<file path="src/rtl/mem_stage_pkg.sv">
// Shared decode for the memory-access stage: opcodes, FSM states, byte-enable
// patterns and load/store classification.
package mem_stage_pkg;

   localparam logic [5:0] OP_LB  = 6'b100000;
   localparam logic [5:0] OP_LH  = 6'b100001;
   localparam logic [5:0] OP_LW  = 6'b100011;
   localparam logic [5:0] OP_LBU = 6'b100100;
   localparam logic [5:0] OP_LHU = 6'b100101;
   localparam logic [5:0] OP_SB  = 6'b101000;
   localparam logic [5:0] OP_SH  = 6'b101001;
   localparam logic [5:0] OP_SW  = 6'b101011;

   typedef enum logic [1:0] {
      IDLE = 2'd0,
      REQ  = 2'd1,
      DONE = 2'd2
   } state_t;

   typedef enum logic [1:0] {
      SZ_BYTE = 2'd0,
      SZ_HALF = 2'd1,
      SZ_WORD = 2'd2
   } size_t;

   localparam logic [3:0] BE_BYTE0   = 4'b0001;
   localparam logic [3:0] BE_HALF_LO = 4'b0011;
   localparam logic [3:0] BE_HALF_HI = 4'b1100;
   localparam logic [3:0] BE_WORD    = 4'b1111;

   function automatic logic is_load(input logic [5:0] op);
      case (op)
         OP_LB, OP_LH, OP_LW, OP_LBU, OP_LHU: return 1'b1;
         default:                             return 1'b0;
      endcase
   endfunction

   function automatic logic is_store(input logic [5:0] op);
      case (op)
         OP_SB, OP_SH, OP_SW: return 1'b1;
         default:             return 1'b0;
      endcase
   endfunction

   function automatic size_t access_size(input logic [5:0] op);
      case (op)
         OP_LW, OP_SW:          return SZ_WORD;
         OP_LH, OP_LHU, OP_SH:  return SZ_HALF;
         default:               return SZ_BYTE;
      endcase
   endfunction

endpackage

</file>
<file path="src/rtl/load_formatter.sv">
// Selects the addressed byte/half of a loaded word and sign- or zero-extends it.
module load_formatter
   import mem_stage_pkg::*;
(
   input  logic [31:0] load_buf,
   input  logic [1:0]  addr,
   input  logic [5:0]  opcode,
   output logic [31:0] load_data
);

   logic [7:0]  byte_sel;
   logic [15:0] half_sel;

   always_comb begin
      byte_sel  = load_buf[{addr, 3'b000} +: 8];
      half_sel  = addr[1] ? load_buf[31:16] : load_buf[15:0];
      load_data = load_buf;
      case (opcode)
         OP_LB:   load_data = {{24{byte_sel[7]}}, byte_sel};
         OP_LBU:  load_data = {24'h000000, byte_sel};
         OP_LH:   load_data = {{16{half_sel[15]}}, half_sel};
         OP_LHU:  load_data = {16'h0000, half_sel};
         default: load_data = load_buf;
      endcase
   end

endmodule

</file>
<file path="src/rtl/mem_access_stage.sv">
// Pipeline MEM stage: load/store over a req/ack bus with stall and timeout.
// Optional MEM_ALIGN_CHECK_EN: misaligned accesses skip the bus and raise align_err.
module mem_access_stage
   import mem_stage_pkg::*;
#(
   parameter int unsigned TIMEOUT_CYC = 255
) (
   input  logic        clk,
   input  logic        rst,
   input  logic        in_valid,
   input  logic [5:0]  opcode_in,
   input  logic [31:0] alu_out_in,
   input  logic [31:0] rdata2_in,
   input  logic [4:0]  rd_in,
   output logic        stall,
   output logic [31:0] result_out,
   output logic [4:0]  rd_out,
   output logic        dmem_req,
   output logic        dmem_we,
   output logic [31:0] dmem_addr,
   output logic [31:0] dmem_wdata,
   output logic [3:0]  dmem_be,
   input  logic        dmem_ack,
   input  logic [31:0] dmem_rdata,
   output logic        bus_err,
   output logic        align_err
);

   state_t      state_q, state_d;
   logic [7:0]  wait_cnt_q;
   logic [31:0] load_buf_q, addr_q, wdata_q, alu_q;
   logic [3:0]  be_q;
   logic        we_q, bus_err_q, align_err_q;
   logic [5:0]  op_q;
   logic [4:0]  rd_q;

   logic        mem_op, misaligned, timeout;
   size_t       size_new;
   logic [3:0]  be_new;
   logic [31:0] wdata_new, fmt_data;

   load_formatter u_fmt (
      .load_buf  (load_buf_q),
      .addr      (alu_q[1:0]),
      .opcode    (op_q),
      .load_data (fmt_data)
   );

   always_comb begin
      mem_op   = in_valid && (is_load(opcode_in) || is_store(opcode_in));
      size_new = access_size(opcode_in);
      timeout  = (wait_cnt_q == 8'(TIMEOUT_CYC));
      case (size_new)
         SZ_BYTE: begin
            be_new    = BE_BYTE0 << alu_out_in[1:0];
            wdata_new = {4{rdata2_in[7:0]}};
         end
         SZ_HALF: begin
            be_new    = alu_out_in[1] ? BE_HALF_HI : BE_HALF_LO;
            wdata_new = {2{rdata2_in[15:0]}};
         end
         default: begin
            be_new    = BE_WORD;
            wdata_new = rdata2_in;
         end
      endcase
`ifdef MEM_ALIGN_CHECK_EN
      misaligned = ((size_new == SZ_HALF) && alu_out_in[0]) ||
                   ((size_new == SZ_WORD) && (alu_out_in[1:0] != 2'b00));
`else
      misaligned = 1'b0;
`endif
   end

   always_comb begin
      state_d    = state_q;
      stall      = 1'b0;
      dmem_req   = 1'b0;
      result_out = alu_out_in;
      rd_out     = rd_in;
      case (state_q)
         IDLE: begin
            if (mem_op) begin
               stall   = 1'b1;
               state_d = misaligned ? DONE : REQ;
            end
         end
         REQ: begin
            stall    = 1'b1;
            dmem_req = 1'b1;
            if (dmem_ack || timeout) state_d = DONE;
         end
         DONE: begin
            state_d    = IDLE;
            rd_out     = rd_q;
            result_out = align_err_q ? '0 : (is_load(op_q) ? fmt_data : alu_q);
         end
         default: state_d = IDLE;
      endcase
   end

   // Bus outputs are only meaningful while a request is outstanding.
   assign dmem_we    = dmem_req & we_q;
   assign dmem_addr  = dmem_req ? addr_q  : '0;
   assign dmem_wdata = dmem_req ? wdata_q : '0;
   assign dmem_be    = dmem_req ? be_q    : '0;
   assign bus_err    = (state_q == DONE) & bus_err_q;
`ifdef MEM_ALIGN_CHECK_EN
   assign align_err  = (state_q == DONE) & align_err_q;
`else
   assign align_err  = 1'b0;
`endif

   always_ff @(posedge clk or posedge rst) begin
      if (rst) begin
         state_q     <= IDLE;
         wait_cnt_q  <= '0;
         load_buf_q  <= '0;
         addr_q      <= '0;
         wdata_q     <= '0;
         alu_q       <= '0;
         be_q        <= '0;
         we_q        <= 1'b0;
         op_q        <= '0;
         rd_q        <= '0;
         bus_err_q   <= 1'b0;
         align_err_q <= 1'b0;
      end else begin
         state_q <= state_d;
         if (state_q == IDLE && mem_op) begin
            op_q        <= opcode_in;
            rd_q        <= rd_in;
            alu_q       <= alu_out_in;
            addr_q      <= {alu_out_in[31:2], 2'b00};
            wdata_q     <= wdata_new;
            be_q        <= be_new;
            we_q        <= is_store(opcode_in);
            wait_cnt_q  <= '0;
            load_buf_q  <= '0;
            bus_err_q   <= 1'b0;
            align_err_q <= misaligned;
         end else if (state_q == REQ) begin
            // Ack takes priority over a timeout in the same cycle.
            if (dmem_ack) begin
               load_buf_q <= dmem_rdata;
            end else if (timeout) begin
               bus_err_q  <= 1'b1;
               load_buf_q <= '0;
            end else if (wait_cnt_q != 8'hFF) begin
               wait_cnt_q <= wait_cnt_q + 8'd1;
            end
         end else if (state_q == DONE) begin
            bus_err_q   <= 1'b0;
            align_err_q <= 1'b0;
         end
      end
   end

endmodule

</file>
<file path="config.mk">
export PLATFORM = sky130hd
export DESIGN_NAME = mem_access_stage
export DESIGN_NICKNAME = d
export VERILOG_FILES = /design/src/rtl/mem_stage_pkg.sv /design/src/rtl/load_formatter.sv /design/src/rtl/mem_access_stage.sv
export SDC_FILE = /design/constraint.sdc
export NUM_CORES = 1
export LEC_CHECK = 0
export CORE_MARGIN = 2
export CORE_UTILIZATION = 48
export CTS_BUF_LIST = sky130_fd_sc_hd__clkbuf_8
export CTS_CLUSTER_SIZE = 14
export DETAILED_ROUTE_END_ITERATION = 6
export PLACE_DENSITY_LB_ADDON = 0.25
export SYNTH_ARGS = -nofsm -noshare
export SYNTH_HDL_FRONTEND = slang
export SYNTH_SLANG_ARGS = --single-unit
</file>
<file path="constraint.sdc">
create_clock -name clk -period 4.1 [get_ports clk]
set_input_delay 0.41 -clock clk [delete_from_list [all_inputs] [get_ports clk]]
set_output_delay 0.41 -clock clk [all_outputs]
set_load 0.005 [all_outputs]
</file>
Yosys cells after proc, flatten, opt, wreduce, memory -nomap -nowiden

Cells that the tools add are included.

Bits in registers: 154
Input port bits: 111
Output and inout bits: 110
Word-level logic and storage cells: 102

$add $sub $neg: 1
Eq/ne operators: 25
Shift operators: 2
Mux-type cells: 39
Bitwise logic cells: 2
Reduce and logical (&&, ||, !) cells: 21

Operator list:

| kind                  | number |
|---|---|
| $mux W32              | 9 |
| $pmux W32 S4          | 1 |
| $eq A6 B6 Y1 const B  | 13 |
| $pmux W32 S2          | 1 |
| $mux W8               | 5 |
| $shiftx A32 B6 Y8     | 1 |
| $mux W16              | 1 |
| $mux W1               | 13 |
| $reduce_or A5 Y1      | 2 |
| $add A8 B1 Y8 const B | 1 |
| $eq A8 B8 Y1 const B  | 1 |
| $mux W4               | 2 |
| $ne A8 B8 Y1 const B  | 1 |
| $pmux W2 S2           | 2 |
| $pmux W4 S2           | 1 |
| $ne A2 B2 Y1 const B  | 3 |
| $ne A3 B3 Y1 const B  | 2 |
| $reduce_and A2 Y1     | 3 |
| $reduce_bool A2 Y1    | 3 |
| $reduce_bool A3 Y1    | 2 |
| $reduce_or A3 Y1      | 2 |
| $mux W5               | 1 |
| $eq A2 B1 Y1 const B  | 2 |
| $logic_not A2 Y1      | 2 |
| 11 further kinds      | 16 |

Logic depth before layout (Yosys ltp)

Gate-level depths: netlist of the first run.

Depth after elaboration: 8
Mapped depth: 8

By module

From an unflattened synthesis of the first run, not the netlist that was laid out.

Cells, all modules: 664
Area total of the unflattened synthesis: 6924.1 um2

By module, submodules not included:

| module           | instances | cells each | area an instance (um2) | sequential area each (um2) |
|---|---|---|---|---|
| mem_access_stage | 1         | 567        | 6272.3                 | 3078.0 |
| load_formatter   | 1         | 97         | 651.9                  | 0.0 |

Worst setup path after synthesis of the first run

Ideal clock, no wire load.

Path kind: register to output
Start: register op_q[3]
End: output port result_out[20]
Data arrival time: 1.906 ns
Required time: 3.690 ns
Path slack: 1.784 ns
Cell stages (with the launch flop): 9
Path buffers: 3
Path through: dfrtp_1 or3b_4 or2_0 buf_6 a211o_1 and2_4 buf_6 buf_12 a21oi_2

Longest elaborated chain between the ends: 7

RTL lines:

| element                                | RTL line                                  | RTL |
|---|---|---|
| start, declared                        | mem_access_stage.sv:34                    | `logic [5:0] op_q;` |
| start signal, assigned                 | mem_access_stage.sv:131                   | `op_q <= opcode_in;` |
| $eq A6 B6 Y1, on equally long branches | mem_stage_pkg.sv:32, load_formatter.sv:18 |  |
| $reduce_or A5 Y1                       | mem_stage_pkg.sv:32                       | `case (op)` |
| $mux W1                                | mem_stage_pkg.sv:32                       |  |
| $mux W1                                | mem_access_stage.sv:81                    | `case (state_q)` |
| $mux W32 (*) (2 in a row)              | mem_access_stage.sv:96                    | `result_out = align_err_q ? '0 : (is_load(op_q) ? fmt_data : alu_q);` |
| $mux W32 (*)                           | mem_access_stage.sv:81                    |  |
| end, declared                          | mem_access_stage.sv:16                    | `output logic [31:0] result_out,` |

Every way passes the cells marked *; elsewhere a longest branch is shown, timed or not. The select of a mux whose other input is x is not followed.

Worst setup path in the final report of the first run

Start: register op_q[3]
End: output port result_out[31]

The elaborated chain is that of the path after synthesis.

==> flow_metrics.tcl, run 1 <==
set metrics [dict create \
    outcome "complete, no violations" \
    ant_nets 0 \
    combPwrFrac 0.261 \
    layout_min_cycle_time_ns 3.57 \
    report.final.slew_viol_count 0 \
    fmax_mhz 280 \
    reg2reg_slack_ns 1.77 \
    cts.clk_slew.worst_paths_ns 0.07 \
    async_reset_ff_frac 1.00 \
    die_w_um 122 \
    crit_arrival_ns 3.16 \
    insertion_delay_ns 0.44 \
    synth_area_um2 6660 \
    setup_violations 0 \
    tritoncts "done" \
    slowest_stage "nor2_1" \
    synth_edf_count 0 \
    start_util 0.485 \
    synth.largest_area_cell "dfrtp_1" \
    grt_max_degree 73 \
    diodes 0 \
    min_from "wdata_q[0]" \
    timing.rr.end "load_buf_q[23]" \
    grt_pass1_vias 6021 \
    gp_congestion 0.974 \
    wl_per_cell_um 17.3 \
    cts_htree_levels 4 \
    multi_input_area_um2 3290 \
    pwr-share-seq 0.449 \
    hpwlAfterDp_um 14300 \
    final_common_cell "nand2_1" \
    antenna_found_initial 1 \
    p_leak_uw 0.00417 \
    hold_depth 2 \
    hold_viol_final 0 \
    viasPerCell 5.53 \
    drc_errors 0 \
    reg2reg_from "state_q[1]" \
    ctsResizeCount 0 \
    p_int_uw 2610 \
    slowest_delay_ns 0.55 \
    postCtsSetupRepairBufs 0 \
    syn_avg_cell_area_um2 8.40 \
    pwr_density_cell_nw_per_um2 409 \
    die_h_um 122 \
    path_class "flip-flop to primary output" \
    yosys-top-cells-area "dfrtp_1 (46%), nand2_1 (13%), and2_1 (6.7%)" \
    layout-drive-gt1-share 0.0655 \
    synth_top_area_share 0.462 \
    cts_sinks 123 \
    irDropWorstVdd_v 0.000267 \
    cp-start-kind "flip-flop" \
    end_kind "primary output" \
    max_slew.worst_pin.slew_ns 1.25 \
    cts_made_buffers 17 \
    clockRootBuffer "clkbuf_8" \
    hold_path_end "wdata_q[0]" \
    clockBufferDepth 2 \
    hold_path.class "flip-flop to flip-flop" \
    fin_ws_ns 0.535 \
    detail_route.first_pass.iterations 5 \
    ys_ff_latch 123 \
    port_buffers 217 \
    grt_remaining_overflow 0 \
    final_net_count 1095 \
    fp-row-count 43 \
    rsz0062_at_grt "no" \
    final_util 0.678 \
    ctsHoldBuffers 0 \
    yosys_warnings 0 \
    dp_slack_ns 1.04 \
    dp.cells 1144 \
    routed_wl_um 20300 \
    layout_common_cells "nand2_1 (222), clkdlybuf4s50_1 (217), dfrtp_1 (123), and2_1 (71), nor2_1 (51)" \
    finalCritPeriodShare 0.870 \
    io-pin-count 221 \
    p_switching_uw 1190 \
    critical_path_required_ns 3.69 \
    synthCells 793 \
    final-seq-area_um2 3080 \
    setup_tns_ns 0 \
    slew-limit-headroom 0.169 \
    fill_cells 1137 \
    grt_pass1_wl_um 32100 \
    area_delta_synth_final_pct 39.7 \
    power_frac_clock 0.290 \
    dr_total_vias 6482 \
    cp_max_fo 15 \
    dieArea_um2 14800 \
    path_cells "or3b_4 > a21o_1 > nor2_1 > and2_4 > a21oi_1 > clkdlybuf4s50_1" \
    swShare 0.312 \
    instances_no_fill 1173 \
    seq_area_frac_synth 0.462 \
    core_area_um2 13700 \
    maxCapViolCount 0 \
    drt_iter0_drc 786 \
    synth_cell_type_count 53 \
    finalClockSkew_ns 0.00678 \
    rr_worst_depth 5 \
    track_usage 0.279 \
    synth_ff_type "dfrtp_1" \
]
==> logic make-up after synthesis <==
| logic type | share of synthesized area |
|---|---|
| buffers and inverters | 0.0464 |
| muxes | 0.0282 |
| xor gates and xnor gates | 0.00789 |
| adders and majority gates | 0.00188 |
| DFF | 0.462 |
| AOI/OAI and AO/OA | 0.181 |
| other | 0.000563 |
| and+or+nand+nor | 0.272 |
==> worst max-delay path: cells and delay by family (launching register included) <==
kind / cells / cell delay, ns
flip-flops: 1 / 0.40
buffers and inverters: 1 / 0.47
AO/OA/AOI/OAI: 2 / 0.45
AND/OR/NAND/NOR: 3 / 1.39
==> state kept, by name, indices dropped and copies added (netlist names) <==
register    cells
we_q            1
bus_err_q       1
state_q         2
rd_q            5
op_q            6
load_buf_q     32
wdata_q        32
addr_q          1
alu_q          31
be_q            4
wait_cnt_q      8
==> metal layers <==
layer,vias to the layer above,GRT usage,share of wire
met3,52,0.0740,0.090
met5,-,0,0.00054
li1,3077,-,-
met1,3030,0.384,0.43
met2,321,0.425,0.45
met4,2,0.108,0.028
==> metrics by stage <==
stage	total power [µW]	hold slack [ns]	cell area, µm²
floorplan	2240	0.437	6670
global placement	2680	0.451	8900
detailed placement	2700	0.454	8900
CTS	3810	0.473	9300
global route	4010	0.496	9300
finish	3800	0.469	9300
==> synth_stat cells, types with 2 or more instances <==
cell,n
nand3_1,15
dfrtp_1,123
nand2_1,222
a2bb2oi_1,3
buf_6,2
nor2_1,53
o22ai_1,6
buf_4,3
nor2b_1,5
o21ai_0,39
inv_1,8
a21o_1,3
nand2b_1,5
a31oi_1,24
o221ai_1,7
a21oi_1,23
nor3_1,2
o22a_1,2
and2_1,71
a22o_1,32
and4_1,2
xor2_1,5
and3_1,2
a22oi_1,9
clkbuf_1,48
mux2i_1,12
buf_2,6
mux2_2,6
o21bai_1,3
or3_1,16
o31ai_1,5
a21oi_2,10
==> layout make-up <==
class | count | area share
Multi-Input combinational cell | 603 | 0.354
Inverter | 8 | 0.00350
Timing Repair Buffer | 230 | 0.244
Clock buffer | 20 | 0.0296
Tap cell | 180 | 0.0242
Sequential cell | 123 | 0.331
Clock inverter | 9 | 0.0133
==> how the worst max path moves through the flow <==
stage               startpoint             end  slack [ns]  cells after the start
floorplan                  rst      addr_q[31]        0.42                      1
global placement       op_q[3]  result_out[31]        1.07                      6
detailed placement     op_q[3]  result_out[31]        1.04                      6
CTS                    op_q[3]  result_out[31]        0.55                      6
global route           op_q[0]  result_out[31]        0.38                      6
finish                 op_q[3]  result_out[31]        0.53                      6
==> power groups by stage <==
| stage | Clock [µW] | Sequential [µW] | Combinational, µW |
|---|---|---|---|
| after floorplan | 0 | 1620 | 620 |
| after global placement | 0 | 1710 | 966 |
| after detailed placement | 0 | 1720 | 981 |
| after CTS | 1120 | 1700 | 988 |
| after global routing | 1170 | 1740 | 1100 |
| final | 1100 | 1700 | 991 |
(Power assumes the default switching activity.)
==> inputs of run 2 (changes only) <==
--- a/config.mk
+++ b/config.mk
@@ -6,7 +6,7 @@
 export NUM_CORES = 1
 export LEC_CHECK = 0
 export CORE_MARGIN = 2
-export CORE_UTILIZATION = 48
+export CORE_UTILIZATION = 45
 export CTS_BUF_LIST = sky130_fd_sc_hd__clkbuf_8
 export CTS_CLUSTER_SIZE = 14
 export DETAILED_ROUTE_END_ITERATION = 6
==> run 2 against run 1 <==
  * Clock power shrank 16%
  * Critical path type unchanged
  * Worst hold slack got worse by 0.00090 ns
  * Non-clock buffer count down 1
  * Register-to-register slack better by 0.09 ns
  * Design area decreased by 0.79%
==> flow_metrics.tcl, run 2 (synthesis results as in run 1) <==
set metrics [dict create \
    outcome "complete, no violations" \
    pwr_density_cell_nw_per_um2 394 \
    p_leak_uw 0.00414 \
    irDropWorstVdd_v 0.000202 \
    ctsHoldBuffers 0 \
    setup_violations 0 \
    gp_congestion 0.941 \
    critical_path_required_ns 3.69 \
    multi_input_area_um2 3290 \
    grt_pass1_wl_um 32700 \
    antenna_found_initial 0 \
    area_delta_synth_final_pct 38.6 \
    drt_iter0_drc 552 \
    cp_max_fo 13 \
    crit_arrival_ns 3.19 \
    final-seq-area_um2 3080 \
    clockBufferDepth 2 \
    cts_sinks 123 \
    layout_min_cycle_time_ns 3.60 \
    cp-start-kind "flip-flop" \
    wl_per_cell_um 17.7 \
    hold_path.class "flip-flop to flip-flop" \
    track_usage 0.262 \
    hpwlAfterDp_um 14600 \
    cts_made_buffers 17 \
    viasPerCell 5.45 \
    grt_pass1_vias 6117 \
    rsz0062_at_grt "no" \
    die_w_um 126 \
    core_area_um2 14500 \
    routed_wl_um 20800 \
    grt_remaining_overflow 0 \
    layout_common_cells "nand2_1 (222), clkdlybuf4s50_1 (217), dfrtp_1 (123), and2_1 (71), nor2_1 (51)" \
    slew-limit-headroom 0.174 \
    start_util 0.460 \
    finalClockSkew_ns 0.00664 \
    whs_ns 0.468 \
    ctsResizeCount 0 \
    grt_max_degree 70 \
    clockRootBuffer "clkbuf_8" \
    dr_total_vias 6388 \
    drc_errors 0 \
    fmax_mhz 278 \
    die_h_um 126 \
    final_common_cell "nand2_1" \
    insertion_delay_ns 0.44 \
    ant_nets 0 \
    layout-drive-gt1-share 0.0628 \
    report.final.slew_viol_count 0 \
    final_net_count 1094 \
    port_buffers 217 \
    cts.clk_slew.worst_paths_ns 0.07 \
    detail_route.first_pass.iterations 5 \
    finalCritPeriodShare 0.878 \
    diodes 0 \
    hold_viol_final 0 \
    postCtsSetupRepairBufs 0 \
    fp-row-count 44 \
    path_class "flip-flop to primary output" \
    io-pin-count 221 \
    setup_tns_ns 0 \
    cts_htree_levels 4 \
    tritoncts "done" \
    largestRegisters "load_buf_q (32), wdata_q (32), alu_q (31)" \
    dieArea_um2 15800 \
    max_slew.worst_pin.slew_ns 1.23 \
    fill_cells 1238 \
    maxCapViolCount 0 \
    end_kind "primary output" \
]
run 2: changes by cell type in the layout (fill, tap and decap cells not counted), sizes merged:
cell	change
bufinv	-2
buf	-1
clkbuf	-1
clkinvlp	-1
run 2: layout make-up:
type / count / share of cell area
multi-input cells: 603 / 0.357
flip-flops and latches: 123 / 0.334
repair buffers: 229 / 0.247
clock buffers: 19 / 0.0283
well taps: 184 / 0.0250
clock inverters: 6 / 0.00583
inverters: 8 / 0.00353
run 2: critical path, stage by stage, from the launching register on:
cell and delay [ns]:
dfrtp_1 0.40, or3b_4 0.43, a21o_1 0.34, nor2_1 0.57, o21ai_0 0.24, o22ai_1 0.23, clkdlybuf4s50_1 0.54
run 2: power by group:
part           internal [µW]  switching, µW
Clock                    479            443
Combinational            500            500
Sequential              1480            231
Total                   2460           1170
run 2: stage by stage:
step                      cells  setup WS, ns   util  total power, µW  cell area (µm²)
after detailed placement   1147         0.980  0.615             2720             8910
final                      1172         0.498  0.637             3630             9230
after global placement     1147          1.02  0.615             2690             8910
after global routing       1172         0.326  0.637             3840             9230
after CTS                  1172         0.494  0.637             3640             9230
after floorplan             795         0.419      -             2240             6670
run 2: metal layers:
| layer | GRT usage | part of all wire |
|---|---|---|
| met2 | 0.395 | 0.45 |
| met5 | 0 | 0 |
| met3 | 0.0624 | 0.076 |
| met4 | 0.110 | 0.030 |
| met1 | 0.365 | 0.44 |
run 2: path summary, 6_finish.rpt:
path / start / to / slack (ns) / cells after the start
setup / recovery: op_q[3] / result_out[14] / 0.50 / 6
hold / removal: wdata_q[0] / wdata_q[0] / 0.47 / 2
setup reg to reg: state_q[1] / load_buf_q[31] / 1.86 / 6
hold reg to reg: wdata_q[0] / wdata_q[0] / 0.47 / 2
max in group asynchronous: rst / alu_q[27] / 2.81 / 3
min in group asynchronous: rst / be_q[1] / 0.49 / 2
==> inputs of run 3 (changes only) <==
--- a/config.mk
+++ b/config.mk
@@ -6,11 +6,12 @@
 export NUM_CORES = 1
 export LEC_CHECK = 0
 export CORE_MARGIN = 2
-export CORE_UTILIZATION = 45
+export CORE_UTILIZATION = 25
 export CTS_BUF_LIST = sky130_fd_sc_hd__clkbuf_8
 export CTS_CLUSTER_SIZE = 14
 export DETAILED_ROUTE_END_ITERATION = 6
 export PLACE_DENSITY_LB_ADDON = 0.25
+export SKIP_CTS_REPAIR_TIMING = 1
 export SYNTH_ARGS = -nofsm -noshare
 export SYNTH_HDL_FRONTEND = slang
 export SYNTH_SLANG_ARGS = --single-unit
==> run 3 against run 2 <==
  * The flow now finishes with violations (DRC)
  * Sequential share of layout area decreased by 1.1 points
  * Count of clock-buffer cells in the layout shrank 1
  * Total power rose by 7.2%
  * Combinational power barely moved
  * Core utilization is 27 points lower
  * Design area increased by 3.6%
  * Global-route usage decreased by 9.0 points
  * Sequential power hardly changed
  * Flip-flop and latch count stayed put
==> flow_metrics.tcl, run 3 (synthesis results as in run 1) <==
set metrics [dict create \
    outcome "complete, but fails checks" \
    failed_checks "DRC" \
    port_buffers 217 \
    detail_route.first_pass.iterations 7 \
    largestRegisters "load_buf_q (32), wdata_q (32), alu_q (31)" \
    setup_tns_ns 0 \
    crit_arrival_ns 3.21 \
    insertion_delay_ns 0.45 \
    wl_per_cell_um 17.9 \
    setup_violations 0 \
    hold_viol_final 0 \
    slew-limit-headroom 0.174 \
    gp_congestion 0.879 \
    critPathLaunch "op_q[3]" \
    report.final.slew_viol_count 0 \
    path_cells "or3b_4 > a21o_1 > nor2_1 > and2_4 > a21oi_1 > clkdlybuf4s50_1" \
    finalCritPeriodShare 0.883 \
    hold_path.class "input port to asynchronous set/reset pin" \
    clockRootBuffer "clkbuf_8" \
    p_leak_uw 0.00420 \
    rr_worst_depth 7 \
    design_area_um2 9550 \
    final_net_count 1100 \
    timing.rr.end "load_buf_q[19]" \
    io-pin-count 221 \
    cts_htree_levels 4 \
    path_class "flip-flop to primary output" \
    pwr_density_cell_nw_per_um2 408 \
    fmax_mhz 276 \
    irDropWorstVdd_v 0.000160 \
    cts.clk_slew.worst_paths_ns 0.08 \
    fill_cells 2744 \
    slowest_delay_ns 0.58 \
    die_h_um 167 \
    placed_area_um2 9130 \
    reg2reg_slack_ns 1.98 \
    tritoncts "done" \
    hpwlAfterDp_um 17200 \
    end_kind "primary output" \
    clockBufferDepth 2 \
    cp_max_fo 15 \
    grt_pass1_wl_um 37500 \
    layout_min_cycle_time_ns 3.62 \
    dieArea_um2 28000 \
    start_util 0.255 \
    die_w_um 167 \
    drt_iter0_drc 530 \
    layout-drive-gt1-share 0.0759 \
    viasPerCell 4.74 \
    grt_max_degree 70 \
    core_area_um2 26100 \
    final_common_cell "nand2_1" \
    dr_total_vias 6344 \
    max_slew.worst_pin.slew_ns 1.23 \
    grt_remaining_overflow 0 \
    routed_wl_um 24000 \
    reg2reg_from "state_q[1]" \
    cts_made_buffers 17 \
    finalClockSkew_ns 0.0125 \
    antenna_found_initial 1 \
    slowest_stage "nor2_1" \
    critical_path_required_ns 3.69 \
    cts_sinks 123 \
    rsz0062_at_grt "no" \
    grt_pass1_vias 6417 \
    layout_common_cells "nand2_1 (222), clkdlybuf4s50_1 (217), dfrtp_1 (123), and2_1 (71), nor2_1 (51)" \
    cp-start-kind "flip-flop" \
    drc_errors 32 \
    area_delta_synth_final_pct 43.5 \
    fp-row-count 59 \
    maxCapViolCount 0 \
    track_usage 0.172 \
    ant_nets 0 \
]
==> run 3: cell count changes in the layout (fill, tap and decap cells not counted), sizes merged <==
cell,previous run,this run
diode,0,1
buf,12,18
inv,9,10
clkinv,4,5
bufinv,1,3
clkbuf,19,18
clkinvlp,0,4
==> run 3: power by group <==
part / internal, µW / total (µW) / switching, µW
registers: 1480 / 1710 / 234
clock network: 619 / 1170 / 554
logic: 502 / 1010 / 507
==> run 3: how the worst max path moves through the flow <==
stage,depth (start not counted),end
floorplan,1,addr_q[31]
global placement,6,result_out[31]
detailed placement,6,result_out[31]
CTS,6,result_out[31]
global route,6,result_out[31]
finish,6,result_out[31]
==> run 3: through the flow <==
| stage | hold slack, ns | util | cells | setup slack, ns | total power (µW) |
|---|---|---|---|---|---|
| after floorplan | 0.437 | - | 795 | 0.419 | 2240 |
| after global placement | 0.452 | 0.350 | 1304 | 0.958 | 2740 |
| after detailed placement | 0.459 | 0.350 | 1304 | 0.932 | 2750 |
| after CTS | 0.462 | 0.366 | 1336 | 0.432 | 3950 |
| after global routing | 0.494 | 0.366 | 1336 | 0.275 | 4150 |
| final | 0.453 | 0.366 | 1337 | 0.481 | 3890 |
==> run 3: routing by layer <==
| metal | vias up | track usage | wire length, µm |
|---|---|---|---|
| li1 | 3076 | - | - |
| met1 | 3025 | 0.230 | 10900 |
| met2 | 224 | 0.274 | 11000 |
| met3 | 19 | 0.0501 | 1830 |
| met4 | 0 | 0.0450 | 293 |
| met5 | - | 0 | 0 |
==> run 3: cell type report <==
cell class	instances	area, µm²	share of cell area
timing repair buffer	235	2310	0.241
tap	335	419	0.0439
sequential	123	3080	0.322
clock buffer	18	248	0.0259
multi-input combinational	603	3290	0.345
inverter	8	35.0	0.00367
antenna	1	2.50	0.000262
clock inverter	14	170	0.0178
==> run 3: critical path: cells and delay by family (launching register included) <==
kind,cells,cell delay (ns)
flops,1,0.40
simple gates,3,1.42
buf+inv,1,0.46
compound gates,2,0.48
